### config.mk
export PLATFORM = sky130hd
export DESIGN_NAME = sram_port_arbiter
export DESIGN_NICKNAME = d
export VERILOG_FILES = /design/src/rtl/sram_port_arbiter_pkg.sv /design/src/rtl/sram_port_arbiter.sv
export SDC_FILE = /design/constraint.sdc
export NUM_CORES = 1
export LEC_CHECK = 0
export BUFFER_PORTS_ARGS = -buffer_cell sky130_fd_sc_hd__buf_4
export CORE_UTILIZATION = 35
export CTS_CLUSTER_DIAMETER = 40
export DETAILED_ROUTE_END_ITERATION = 10
export MAX_ROUTING_LAYER = met4
export SYNTH_ARGS = -nofsm -noshare
export SYNTH_HDL_FRONTEND = slang
export SYNTH_SLANG_ARGS = --single-unit
### constraint.sdc
create_clock -name clk -period 2.9 [get_ports clk]
set_input_delay 0.58 -clock clk [delete_from_list [all_inputs] [get_ports clk]]
set_output_delay 0.58 -clock clk [all_outputs]
set_load 0.02 [all_outputs]
### src/rtl/sram_port_arbiter_pkg.sv
// Shared types and constants for the SRAM port arbiter.
package sram_port_arbiter_pkg;

  typedef enum logic [2:0] {
    ARB_IDLE    = 3'd0,
    ARB_MEM_ACC = 3'd1,
    ARB_IF_ACC  = 3'd2,
    ARB_DONE    = 3'd3,
    ARB_DRAIN   = 3'd4
  } arb_state_e;

  // Width of the inline ack-timeout counter.
  localparam int CNT_W = 8;

  // Bit of the pipeline stall vector that holds the IF/ID stage.
  localparam int IF_HOLD_BIT = 1;

  // True while a bus cycle is outstanding (bus_ce_o asserted).
  function automatic logic in_access(input arb_state_e s);
    return (s == ARB_MEM_ACC) || (s == ARB_IF_ACC) || (s == ARB_DRAIN);
  endfunction

endpackage

### src/rtl/sram_port_arbiter.sv
// Arbitrates one external SRAM/bus port between instruction fetch and the
// MEM-stage load/store unit. Per pipeline cycle the data access goes first,
// then the fetch; stall requests stay high until both results are latched.
module sram_port_arbiter
  import sram_port_arbiter_pkg::*;
#(
  parameter int unsigned ACK_TIMEOUT = 16,
  parameter logic [3:0]  IF_SEL      = 4'b1111
) (
  input  logic        clk,
  input  logic        rst,
  input  logic        flush,
  input  logic [5:0]  stall_i,
  input  logic        if_ce_i,
  input  logic [31:0] if_addr_i,
  output logic [31:0] if_inst_o,
  output logic        stallreq_if_o,
  input  logic        mem_ce_i,
  input  logic        mem_we_i,
  input  logic [31:0] mem_addr_i,
  input  logic [3:0]  mem_sel_i,
  input  logic [31:0] mem_data_i,
  output logic [31:0] mem_data_o,
  output logic        stallreq_mem_o,
  output logic        bus_ce_o,
  output logic        bus_we_o,
  output logic [31:0] bus_addr_o,
  output logic [3:0]  bus_sel_o,
  output logic [31:0] bus_data_o,
  input  logic [31:0] bus_data_i,
  input  logic        bus_ack_i,
  output logic        bus_err_o
);

  arb_state_e       state;
  logic [CNT_W-1:0] tmo_cnt;
  logic             tmo_hit;
  logic             access_end;
  logic [31:0]      rdata;
  logic             unused_stall;

  // Only the IF/ID hold bit of the stall vector matters here.
  assign unused_stall = ^{stall_i[5:2], stall_i[0]};

  // A stalled access is force-terminated when the counter would reach
  // ACK_TIMEOUT; a terminated access returns zero data.
  assign tmo_hit    = in_access(state) && !bus_ack_i &&
                      (tmo_cnt == CNT_W'(ACK_TIMEOUT - 1));
  assign access_end = bus_ack_i || tmo_hit;
  assign rdata      = bus_ack_i ? bus_data_i : 32'h0;

  // Stall requests drop as soon as the corresponding result is latched.
  always_comb begin
    stallreq_mem_o = mem_ce_i &&
                     ((state == ARB_IDLE) || (state == ARB_MEM_ACC));
    stallreq_if_o  = if_ce_i &&
                     ((state == ARB_IDLE) || (state == ARB_MEM_ACC) ||
                      (state == ARB_IF_ACC) || (state == ARB_DRAIN));
  end

  // Sequencer: state, registered bus outputs, result registers and timeout.
  always_ff @(posedge clk) begin
    if (rst) begin
      state      <= ARB_IDLE;
      tmo_cnt    <= '0;
      bus_ce_o   <= 1'b0;
      bus_we_o   <= 1'b0;
      bus_addr_o <= 32'h0;
      bus_sel_o  <= 4'h0;
      bus_data_o <= 32'h0;
      bus_err_o  <= 1'b0;
      if_inst_o  <= 32'h0;
      mem_data_o <= 32'h0;
    end else begin
      bus_err_o <= 1'b0;
      case (state)
        ARB_IDLE: begin
          tmo_cnt <= '0;
          if (flush) begin
            if_inst_o  <= 32'h0;
            mem_data_o <= 32'h0;
          end else if (mem_ce_i) begin
            state      <= ARB_MEM_ACC;
            bus_ce_o   <= 1'b1;
            bus_we_o   <= mem_we_i;
            bus_addr_o <= mem_addr_i;
            bus_sel_o  <= mem_sel_i;
            bus_data_o <= mem_data_i;
          end else if (if_ce_i) begin
            state      <= ARB_IF_ACC;
            bus_ce_o   <= 1'b1;
            bus_we_o   <= 1'b0;
            bus_addr_o <= if_addr_i;
            bus_sel_o  <= IF_SEL;
            bus_data_o <= 32'h0;
          end
        end

        ARB_MEM_ACC: begin
          if (access_end) begin
            tmo_cnt   <= '0;
            bus_err_o <= tmo_hit;
            if (flush) begin
              // Access finished, but the pipeline is discarding it.
              state    <= ARB_IDLE;
              bus_ce_o <= 1'b0;
              bus_we_o <= 1'b0;
            end else begin
              mem_data_o <= bus_we_o ? 32'h0 : rdata;
              if (if_ce_i) begin
                // Switch straight to the fetch with no idle bus cycle.
                state      <= ARB_IF_ACC;
                bus_we_o   <= 1'b0;
                bus_addr_o <= if_addr_i;
                bus_sel_o  <= IF_SEL;
                bus_data_o <= 32'h0;
              end else begin
                state    <= ARB_DONE;
                bus_ce_o <= 1'b0;
                bus_we_o <= 1'b0;
              end
            end
          end else begin
            tmo_cnt <= tmo_cnt + CNT_W'(1);
            if (flush) state <= ARB_DRAIN;
          end
        end

        ARB_IF_ACC: begin
          if (access_end) begin
            tmo_cnt   <= '0;
            bus_err_o <= tmo_hit;
            bus_ce_o  <= 1'b0;
            if (flush) begin
              state <= ARB_IDLE;
            end else begin
              if_inst_o <= rdata;
              state     <= ARB_DONE;
            end
          end else begin
            tmo_cnt <= tmo_cnt + CNT_W'(1);
            if (flush) state <= ARB_DRAIN;
          end
        end

        ARB_DONE: begin
          if (flush) begin
            state      <= ARB_IDLE;
            if_inst_o  <= 32'h0;
            mem_data_o <= 32'h0;
          end else if (!stall_i[IF_HOLD_BIT]) begin
            state <= ARB_IDLE;
          end
        end

        ARB_DRAIN: begin
          // The bus cycle must still complete (a store is never cancelled);
          // whatever it returns is thrown away.
          if (access_end) begin
            tmo_cnt   <= '0;
            bus_err_o <= tmo_hit;
            bus_ce_o  <= 1'b0;
            bus_we_o  <= 1'b0;
            state     <= ARB_IDLE;
          end else begin
            tmo_cnt <= tmo_cnt + CNT_W'(1);
          end
        end

        default: begin
          state    <= ARB_IDLE;
          bus_ce_o <= 1'b0;
        end
      endcase
    end
  end

endmodule

Word level (Yosys, flattened, before mapping) --
Cells that the tools add are included.
Storage, ports and cells: register bits 146, bits of input ports 145, output and inout port bits 137, word-level logic and storage cells 113
Cells by class: reductions and logical operators 28, add/subtract/negate cells 1, bitwise logic cells 3, equal/unequal tests 17, mux-type cells 54
Operators with widths (count):
- $mux 32 | 17
- $pmux 32 s2 | 4
- $mux 3 | 9
- $mux 4 | 5
- $reduce_and 4->1 | 5
- $pmux 8 s2 | 1
- $pmux 3 s5 | 1
- $ne 2x2->1 const B | 6
- $mux 1 | 11
- $reduce_bool 2->1 | 5
- $ne 3x3->1 const B | 3
- $add 8x1->8 const B | 1
- $eq 8x4->1 const B | 1
- $mux 8 | 1
- $pmux 4 s2 | 1
- $eq 3x2->1 const B | 2
- $logic_or 1x1->1 | 6
- $ne 2x1->1 const B | 3
- $reduce_and 6->1 | 1
- $reduce_or 2->1 | 3
- $reduce_or 3->1 | 2
- $logic_and 1x1->1 | 4
- $mux 2 | 2
- $pmux 1 s4 | 1
- other kinds (6) | 8

Depth between registers and ports, before layout --
Gate-level depths: netlist of the first run.
depth after elaboration 8, gate-level depth with buffers 7, gate-level depth less buffers 5

Worst setup path before layout of the first run --
Ideal clock, no wire load.
path type input-to-output, from input if_ce_i, to output stallreq_if_o, slack 738 ps, arrival time 1582 ps, cell stages on the path 3, buffers on the path 2, path through buf_2 > buf_1 > nor2b_1
Between the ends: cells in the longest elaborated chain, start to end 1
Ends and longest elaborated chain:
- from (decl) | RTL line sram_port_arbiter.sv:14 | input logic if_ce_i,
- $logic_and 1x1->1 | RTL line sram_port_arbiter.sv:56 | stallreq_if_o = if_ce_i &&
- to (decl) | RTL line sram_port_arbiter.sv:17 | output logic stallreq_if_o,
No other way between the ends.

Worst setup path in the final report of the first run --
from register tmo_cnt[0], to register mem_data_o[17]
Between the ends: cells in the longest elaborated chain, start to end 5
Ends and longest elaborated chain:
- from (decl) | RTL line sram_port_arbiter.sv:36 | logic [CNT_W-1:0] tmo_cnt;
- from (signal assigned) | RTL line sram_port_arbiter.sv:124 | tmo_cnt <= tmo_cnt + CNT_W'(1);
- from (signal assigned) | RTL line sram_port_arbiter.sv:141 | tmo_cnt <= tmo_cnt + CNT_W'(1);
- from (signal assigned) | RTL line sram_port_arbiter.sv:166 | tmo_cnt <= tmo_cnt + CNT_W'(1);
- $eq 8x4->1 | RTL line sram_port_arbiter.sv:48 | (tmo_cnt == CNT_W'(ACK_TIMEOUT - 1));
- $logic_and 1x1->1 | RTL line sram_port_arbiter.sv:47 | assign tmo_hit = in_access(state) && !bus_ack_i &&
- $logic_or 1x1->1 | RTL line sram_port_arbiter.sv:49 | assign access_end = bus_ack_i || tmo_hit;
- $ne 2x2->1 (no source line)
- $reduce_and 4->1 (no source line)
- to (signal assigned) | RTL line sram_port_arbiter.sv:109 | mem_data_o <= bus_we_o ? 32'h0 : rdata;
- to (decl) | RTL line sram_port_arbiter.sv:23 | output logic [31:0] mem_data_o,
No other way between the ends. A chain may end at the register's enable or synchronous reset.

==> flow_summary_export.csv, run 1 <==
group,metric,value,unit
floorplanning,rows,52,
floorplanning,io_pins,282,
synth,synthesis.nets,999,
sta,clock_skew,0.0111,ns
worst_hold_path,hold_class,"input port to flop",
route,firstDrtPassIters,7,
synth,syn_area_per_cell,8.43,um2
final_layout,fill_cells,2009,
floorplanning,initial_core_util,0.356,
route,drt-total-wl,21.8,mm
sta,period_share,0.860,
final_layout,final_util,0.501,
synth,syn_area,0.00719,mm2
sta,final.min_clock_period,2.49,ns
route,via_count,7027,
synth,yosysSeqAreaShare,0.407,
sta,finalSetupTns,0,ns
global_routing,grtUsageTotal,0.212,
global_routing,grt_overflow,0,
outcome,status,"finished clean",
sta,slew_headroom,0.282,
clocking,root_buffer,"clkbuf_16",
clocking,htree_levels,4,
setup_path,startpoint_type,"flop",
final_layout,fin_area,0.0101,mm2
floorplanning,die_y,145,um
setup_path,critPathMaxFanout,17,
route,antenna_left,0,
synth,synthDistinctLibCells,51,
placement,port_buffers,276,
placement,gp_congestion,0.808,
final_layout,layout_common_cells,"buf_4, nand2_1, dfxtp_1",
final_layout,drive_gt1_frac,0.318,
power,ir_drop,0.387,mV
setup_path,rrSetupSlack,0.41,ns
job,drv_cap,0,
clocking,post_cts_resized,0,
clocking,clk_pin_slew_worst_paths,0.06,ns
route,viasPerCell,5.12,
route,drc_errors,0,
clocking,postCtsHoldBufs,0,
setup_path,cp-end-kind,"flop",
global_routing,grt_pass1_vias,6604,
final_layout,insertedDiodeCount,0,
setup_path,crit_arrival,2.84,ns
sta,grt_setup_unrepaired,"false",
global_routing,antenna_found_initial,0,
route,drt-initial-drc-count,348,
clocking,cts_tree,"done",
sta,drv_slew,0,
synth,synth_flop_cell,"dfxtp_1",
clocking,numCtsBuffers,17,
power,power_density,546,mW/mm2
clocking,clk_path_buf_depth,2,
power,total_power,5520,uW
setup_path,critPathKind,"flop to flop",
clocking,clkLatencyLatePin,0.42,ns
global_routing,grt_pass1_wl,35.2,mm
route,avgRoutedWirePerCell,15.9,um
setup_path,worst_ep_required_time,3.24,ns
clocking,post_cts_buffers,0,
placement,hpwl,14.2,mm
sta,worst_pin_slew,1.07,ns
final_layout,area_growth_syn_to_layout,40.7,%
floorplanning,core-area,0.0202,mm2
synth,ys_ff_latch,146,
final_layout,layout.nets,1236,
synth,ys_async_sr_fraction,0,
power,p_leak,0.00440,uW
clocking,cts.sinks,146,
sta,finalHoldViolations,0,
floorplanning,die_width,145,um
synth,syn_inst,853,
sta,setup_viol_count_final,0,
final_layout,mostFrequentLayoutCell,"buf_4",
placement,placed_cell_area,0.00950,mm2
synth,synth_edf_count,0,
floorplanning,dieArea,0.0211,mm2
global_routing,grt_max_degree,67,
sta,fmax,0.401,GHz
synth,yosysWarnings,0,
[critical path, cell delays in order (launching register included)]
cell and delay, ns:
dfxtp_1 0.33, ha_1 0.23, nand3_1 0.17, nor3_4 0.09
a211oi_4 0.90, buf_4 0.47, mux2i_1 0.22
[flip-flops by register name, indices dropped and copies added, names as in the netlist]
register,flops
bus_addr_o,32
bus_data_o,32
if_inst_o,32
mem_data_o,32
tmo_cnt,8
bus_sel_o,4
state,3
bus_ce_o,1
bus_err_o,1
bus_we_o,1
[layer usage]
layer  GRT usage  wire length, um  vias to the layer above
met3      0.0440              937                       37
met4      0.0805              612                        0
met5           -                0                        -
met1       0.269            10000                     3278
met2       0.332            10300                      188
li1            -                -                     3524
[final timing paths]
path	cells after the start	from	end
worst max-delay path	6	tmo_cnt[0]	mem_data_o[17]
worst min-delay path	2	mem_sel_i[0]	bus_sel_o[0]
worst max register to register	6	tmo_cnt[0]	mem_data_o[17]
worst min register to register	2	mem_data_o[9]	mem_data_o[9]
[stage by stage]
stage | setup slack (ns) | hold slack, ns | instances
after floorplan | 0.738 | 0.452 | 853
after global placement | 0.241 | 0.446 | 1341
after detailed placement | 0.204 | 0.452 | 1341
after CTS | 0.343 | 0.410 | 1372
after global routing | 0.146 | 0.409 | 1372
final | 0.406 | 0.428 | 1372
[kinds of logic after synthesis]
family,Yosys count,synth area share
AND/OR/NAND/NOR,313,0.205
AO/OA/AOI/OAI,201,0.189
flip-flops,146,0.407
multiplexers,97,0.135
buffers and inverters,90,0.0561
XOR/XNOR,4,0.00488
adder cells (fa/ha/maj),2,0.00313
[synthesized netlist by cell type (2+ instances only)]
master	n	share of area
o2111ai_1	32	0.039
a41oi_1	2	0.0024
nor3_4	2	0.0045
a31oi_1	9	0.0078
buf_6	3	0.0047
buf_4	4	0.0042
a21oi_1	68	0.047
clkbuf_1	51	0.027
nand3_1	8	0.0056
mux2i_1	97	0.14
o221a_2	4	0.0063
o41ai_1	2	0.0024
a211oi_2	2	0.0035
a211oi_1	2	0.0021
nor4b_1	2	0.0024
a311oi_1	32	0.039
xor2_1	2	0.0024
nor2b_1	34	0.030
nor3_1	2	0.0014
and3_1	39	0.034
nor2_1	4	0.0021
dfxtp_1	146	0.41
buf_2	22	0.015
inv_1	6	0.0031
o21ai_1	32	0.022
nand3b_1	3	0.0031
and2_1	6	0.0052
buf_1	3	0.0016
nand2_1	204	0.11
nand4_1	3	0.0026
o21bai_1	2	0.0021
o21ai_0	4	0.0028
a21o_1	2	0.0021
xnor2_1	2	0.0024
[final cells by class]
class                           instances  area [um2]  share of cell area
Timing Repair Buffer                  301        2310               0.228
Inverter                                7        28.8             0.00285
Multi-Input combinational cell        617        3900               0.386
Tap cell                              270         338              0.0334
Clock inverter                         13         186              0.0184
Sequential cell                       146        2920               0.289
Clock buffer                           18         429              0.0424
[report_power, final]
group | leakage (uW) | switching (uW) | internal [uW]
combinational | 0.00293 | 575 | 462
clock | 0.000288 | 895 | 1440
sequential | 0.00119 | 59.9 | 2090
total | 0.00440 | 1530 | 3990
No activity file was read; power rests on OpenSTA's default activity.
==> run 2, diff against run 1 <==
--- a/config.mk
+++ b/config.mk
@@ -10,6 +10,8 @@
 export CTS_CLUSTER_DIAMETER = 40
 export DETAILED_ROUTE_END_ITERATION = 10
 export MAX_ROUTING_LAYER = met4
+export PLACE_DENSITY_LB_ADDON = 0.08
+export RECOVER_POWER = 25
 export SYNTH_ARGS = -nofsm -noshare
 export SYNTH_HDL_FRONTEND = slang
 export SYNTH_SLANG_ARGS = --single-unit
==> constraint.sdc (replaced) <==
create_clock -name clk -period 2.25 [get_ports clk]
set_input_delay 0.45 -clock clk [delete_from_list [all_inputs] [get_ports clk]]
set_output_delay 0.45 -clock clk [all_outputs]
set_load 0.02 [all_outputs]
==> run 2 against run 1 <==
  * Non-clock buffer count rose by 3
  * Sequential power increased by 29%
  * Die area unchanged
  * Via count decreased by 1.2%
  * Critical endpoint is now stallreq_if_o
  * Largest power group unchanged
  * Highest routed layer unchanged
==> flow_summary_export.csv, run 2 (same netlist as run 1, synthesis figures left out) <==
group,metric,value,unit
outcome,status,"finished clean",
route,antenna_left,0,
global_routing,grt_pass1_wl,34.1,mm
worst_hold_path,hold_depth,2,
floorplanning,io_pins,282,
placement,gp_congestion,0.785,
final_layout,layout.nets,1239,
clocking,clk_pin_slew_worst_paths,0.06,ns
final_layout,layout_common_cells,"buf_4, nand2_1, dfxtp_1",
final_layout,final_cells,1376,
final_layout,final_util,0.492,
setup_path,rr_worst_depth,5,
route,drt-total-wl,21.3,mm
sta,final.min_clock_period,2.15,ns
sta,grt_setup_unrepaired,"false",
global_routing,grt_pass1_vias,6495,
placement,port_buffers,276,
setup_path,cp_slowest_cell,"dfxtp_1",
setup_path,cp-end-kind,"primary output",
floorplanning,dieArea,0.0211,mm2
clocking,cts.sinks,146,
power,ir_drop,0.502,mV
route,drc_errors,0,
global_routing,antenna_found_initial,0,
setup_path,crit_arrival,1.70,ns
setup_path,path_buf_inv,2,
setup_path,critPathTopFamily,"flip-flops",
global_routing,grtUsageTotal,0.205,
setup_path,slowest_delay,0.40,ns
placement,place_ws,0.0910,ns
worst_hold_path,hold_class,"input port to flop",
global_routing,grt_max_degree,66,
placement,hpwl,14.0,mm
floorplanning,die_width,145,um
setup_path,critPathMaxFanout,10,
floorplanning,rows,52,
final_layout,area_growth_syn_to_layout,38.0,%
sta,slew_headroom,0.478,
final_layout,mostFrequentLayoutCell,"buf_4",
floorplanning,initial_core_util,0.356,
setup_path,crit_top_cell,"buf_4",
setup_path,worst_ep_required_time,1.80,ns
route,via_count,6941,
clocking,clk_path_buf_depth,2,
clocking,clkLatencyLatePin,0.42,ns
sta,worst_pin_slew,0.772,ns
clocking,cts_tree,"done",
clocking,htree_levels,4,
route,drt-initial-drc-count,241,
final_layout,drive_gt1_frac,0.259,
clocking,root_buffer,"clkbuf_16",
clocking,numCtsBuffers,17,
route,firstDrtPassIters,4,
final_layout,insertedDiodeCount,0,
global_routing,grt_overflow,0,
sta,finalSetupTns,0,ns
setup_path,cp.depth,4,
sta,finalHoldViolations,0,
sta,final.setup.worst_slack,0.0977,ns
setup_path,path_cells,"buf_4 -> maj3_2 -> nor2b_2 -> buf_4",
power,power_density,705,mW/mm2
sta,whs,0.268,ns
setup_path,critPathKind,"flop to primary output",
floorplanning,core-area,0.0202,mm2
route,avgRoutedWirePerCell,15.5,um
sta,setup_viol_count_final,0,
final_layout,fill_cells,2036,
sta,drv_slew,0,
route,viasPerCell,5.04,
setup_path,startpoint_type,"flop",
sta,period_share,0.957,
placement,dp.cells,1344,
floorplanning,die_y,145,um
sta,fmax,0.465,GHz
sta,clock_skew,0.0139,ns
power,p_leak,0.00415,uW
job,drv_cap,0,
[run 2: changes by cell type in the layout (fill, tap and decap cells not counted), sizes merged]
cell and change:
clkbuf +69, buf -67, inv +6, bufinv -2, clkinvlp -2
[run 2: path summary, 6_finish.rpt]
check,start,end,slack [ns]
max,state[1],stallreq_if_o,0.1
min,rst,tmo_cnt[4],0.27
max reg2reg,state[1],if_inst_o[22],0.20
min reg2reg,if_inst_o[29],if_inst_o[29],0.46
[run 2: area by class of cell]
cell class | count | area, um2 | area share
multi-input cells | 617 | 3900 | 0.393
flip-flops and latches | 146 | 2920 | 0.295
repair buffers | 304 | 2130 | 0.215
clock buffers | 17 | 425 | 0.0429
well taps | 270 | 338 | 0.0341
clock inverters | 15 | 171 | 0.0173
inverters | 7 | 28.8 | 0.00290
[run 2: through the flow]
step                      area (um2)  power, uW
after floorplan                 7190       3620
after global placement          9580       4200
after detailed placement        9580       4210
after CTS                      10200       7130
after global routing            9920       7320
final                           9920       6990
[run 2: what timing repair did]
item	in CTS	in global routing
hold buffers	0	0
buffers inserted	0	0
resized for setup	2	0
endpoints found under the setup margin	1	0
[run 2: where the power goes]
group | total, uW | leakage [uW] | internal (uW) | switching [uW]
logic | 1330 | 0.00267 | 587 | 743
clock network | 2890 | 0.000290 | 1670 | 1220
registers | 2770 | 0.00119 | 2700 | 77.3
[run 2: worst register-to-register path: stages, from the launching register on]
cell      delay [ns]
dfxtp_1         0.50
nor4b_1         0.68
and2_1          0.27
a211oi_4        0.07
buf_4           0.26
mux2i_1         0.16
[run 2: metal layers]
metal  global-route usage  up-vias  part of all wire  wire, um
met4               0.0521        0             0.012       261
li1                     -     3538                 -         -
met5                    -        -                 0         0
met1                0.267     3189              0.47     10100
met2                0.322      195              0.46      9870
met3               0.0443       19             0.051      1090
==> run 3, diff against run 2 <==
--- a/config.mk
+++ b/config.mk
@@ -5,10 +5,12 @@
 export SDC_FILE = /design/constraint.sdc
 export NUM_CORES = 1
 export LEC_CHECK = 0
+export ABC_AREA = 1
 export BUFFER_PORTS_ARGS = -buffer_cell sky130_fd_sc_hd__buf_4
 export CORE_UTILIZATION = 35
 export CTS_CLUSTER_DIAMETER = 40
 export DETAILED_ROUTE_END_ITERATION = 10
+export GPL_TIMING_DRIVEN = 0
 export MAX_ROUTING_LAYER = met4
 export PLACE_DENSITY_LB_ADDON = 0.08
 export RECOVER_POWER = 25
==> run 3 against run 2 <==
  * Synthesized cell count grew 21%
  * Clock-buffer cell count grew 1
  * Critical path type is now flop to flop
  * Die area shrank 0.41%
==> flow_summary_export.csv, run 3 <==
group,metric,value,unit
outcome,status,"finished clean",
final_layout,drive_gt1_frac,0.216,
setup_path,cp-end-kind,"flop",
job,drv_cap,0,
power,p_sw,3210,uW
floorplanning,initial_core_util,0.362,
setup_path,crit_arrival,2.32,ns
sta,slew_headroom,0.608,
floorplanning,die_width,145,um
route,highest_layer,"met4",
floorplanning,dieArea,0.0210,mm2
global_routing,grt_pass1_vias,7397,
sta,drv_slew,0,
final_layout,insertedDiodeCount,0,
clocking,clk_pin_slew_worst_paths,0.06,ns
clocking,htree_levels,4,
route,drt-total-wl,24.8,mm
setup_path,r2r-start,"tmo_cnt[1]",
worst_hold_path,hold_depth,3,
placement,port_buffers,273,
clocking,cts_tree,"done",
route,met2_length,11.3,mm
route,avgRoutedWirePerCell,15.4,um
setup_path,worst_ep_required_time,2.53,ns
final_layout,layout_common_cells,"buf_4, a21oi_1, dfxtp_1",
sta,period_share,0.907,
synth,yosys-top-cells-count,"a21oi_1, dfxtp_1, o21ai_0, nand2_1, inv_1",
placement,placed_cell_area,0.00954,mm2
route,wl_met3,1.28,mm
power,ir_drop,0.504,mV
setup_path,startpoint_type,"flop",
final_layout,area_growth_syn_to_layout,39.7,%
setup_path,critPathKind,"flop to flop",
synth,yosysMostFrequentCell,"a21oi_1",
floorplanning,rows,51,
synth,syn_area,0.00716,mm2
route,viasPerCell,4.94,
synth,synthesis.nets,1177,
sta,final.setup.worst_slack,0.210,ns
route,firstDrtPassIters,5,
worst_hold_path,holdCritStartpoint,"mem_we_i",
sta,grt_setup_unrepaired,"false",
clocking,clkLatencyLatePin,0.43,ns
synth,syn_inst,1031,
setup_path,r2r_end,"if_inst_o[23]",
power,internal-power,6050,uW
route,antenna_left,0,
synth,netlist.area_leader.share,0.408,
power,power_density,927,mW/mm2
setup_path,critPathMaxFanout,10,
floorplanning,io_pins,282,
clocking,numCtsBuffers,17,
setup_path,rrSetupSlack,0.21,ns
global_routing,grt_overflow,0,
power,total_power,9260,uW
power,swShare,0.347,
sta,fmax,0.490,GHz
global_routing,grt_pass1_wl,39.4,mm
global_routing,grt_max_degree,17,
clocking,postCtsHoldBufs,0,
synth,ys_ff_latch,146,
power,power_frac_comb,0.303,
sta,setup_viol_count_final,0,
synth,synth_edf_count,0,
worst_hold_path,min_to,"bus_we_o",
synth,synth_flop_cell,"dfxtp_1",
sta,final.min_clock_period,2.04,ns
synth,yosysWarnings,0,
synth,syn_area_per_cell,6.94,um2
clocking,cts.sinks,146,
synth,ys_async_sr_fraction,0,
power,p_leak,0.00414,uW
final_layout,fin_area,0.0100,mm2
final_layout,mostFrequentLayoutCell,"buf_4",
route,wl_met1,11.6,mm
synth,synthTopCellsByArea,"dfxtp_1, a21oi_1, o21ai_0",
clocking,root_buffer,"clkbuf_16",
global_routing,antenna_found_initial,0,
placement,hpwl,18.5,mm
power,seqPwrFrac,0.339,
floorplanning,die_y,145,um
setup_path,rr_worst_depth,13,
placement,place_ws,-0.130,ns
clocking,clk_path_buf_depth,2,
sta,worst_pin_slew,0.588,ns
global_routing,grtUsageTotal,0.242,
synth,synthDistinctLibCells,36,
synth,yosysSeqAreaShare,0.408,
worst_hold_path,hold_class,"input port to flop",
route,drc_errors,0,
placement,gp_congestion,0.834,
sta,clock_skew,0.00839,ns
floorplanning,core-area,0.0198,mm2
power,clkPwrFrac,0.359,
route,via_count,7913,
setup_path,critPathLaunch,"tmo_cnt[1]",
route,drt-initial-drc-count,412,
sta,finalHoldViolations,0,
synth,yosysTopAreaCell,"dfxtp_1",
final_layout,layout.nets,1471,
[run 3: stage by stage]
step	TNS (ns)	hold slack, ns	util	cells
after global placement	-1.28	0.436	0.482	1569
after floorplan	0	0.445	-	1031
after CTS	0	0.294	0.517	1601
after global routing	0	0.315	0.505	1603
after detailed placement	-2.67	0.440	0.482	1569
final	0	0.309	0.505	1603
[run 3: worst max-delay path by stage]
stage                      to  slack (ns)  cells after the start
6_report        if_inst_o[23]        0.21                     13
5_1_grt         if_inst_o[23]       0.007                     13
4_1_cts         stallreq_if_o       0.005                      6
3_5_place_dp   bus_addr_o[18]       -0.13                      7
3_3_place_gp   bus_addr_o[17]       -0.08                      7
2_1_floorplan  mem_data_o[18]        0.52                     14
[run 3: final cells by class]
cell class                      instances  area [um2]
Fill cell                            2107        9790
Tap cell                              265         332
Clock buffer                           18         429
Inverter                              111         419
Timing Repair Buffer                  275        1810
Sequential cell                       146        2920
Multi-Input combinational cell        692        3450
Clock inverter                         14         251
Buffer                                 82         387
[run 3: kinds of logic (layout without fill, tap and decap cells)]
group / Yosys count / after routing / synth area share
compound gates: 387 / 387 / 0.290
xor+xnor: 2 / 2 / 0.00245
fa+ha+maj: 1 / 1 / 0.00175
buf+inv: 193 / 500 / 0.112
flops: 146 / 146 / 0.408
simple gates: 302 / 302 / 0.185
[run 3: routing by layer]
| metal | global-route usage | vias up |
|---|---|---|
| li1 | - | 4027 |
| met1 | 0.317 | 3642 |
| met2 | 0.363 | 212 |
| met3 | 0.0497 | 32 |
| met4 | 0.0931 | 0 |
| met5 | - | - |
[run 3: power groups by stage]
stage	combinational, uW	sequential, uW	clock [uW]
global placement	2900	3190	0
global route	3100	3180	3490
detailed placement	2920	3190	0
finish	2800	3140	3320
floorplan	1320	3590	0
CTS	2930	3140	3380
[run 3: what timing repair did]
item / in CTS / in global routing
pin swaps: 0 / 2
gates resized for setup: 2 / 10
buffers inserted: 0 / 2
endpoints found under the setup margin: 1 / 103
[run 3: worst max-delay path, cell delays in order (launching register included)]
cell      delay, ns
dfxtp_1        0.35
ha_1           0.17
nand2_1        0.08
nor2_2         0.13
nand2_1        0.08
nor2_2         0.10
nand2_2        0.09
nand2_4        0.12
inv_4          0.06
o21ai_4        0.25
nand2_2        0.12
clkbuf_4       0.21
nand2_1        0.07
a21oi_1        0.06
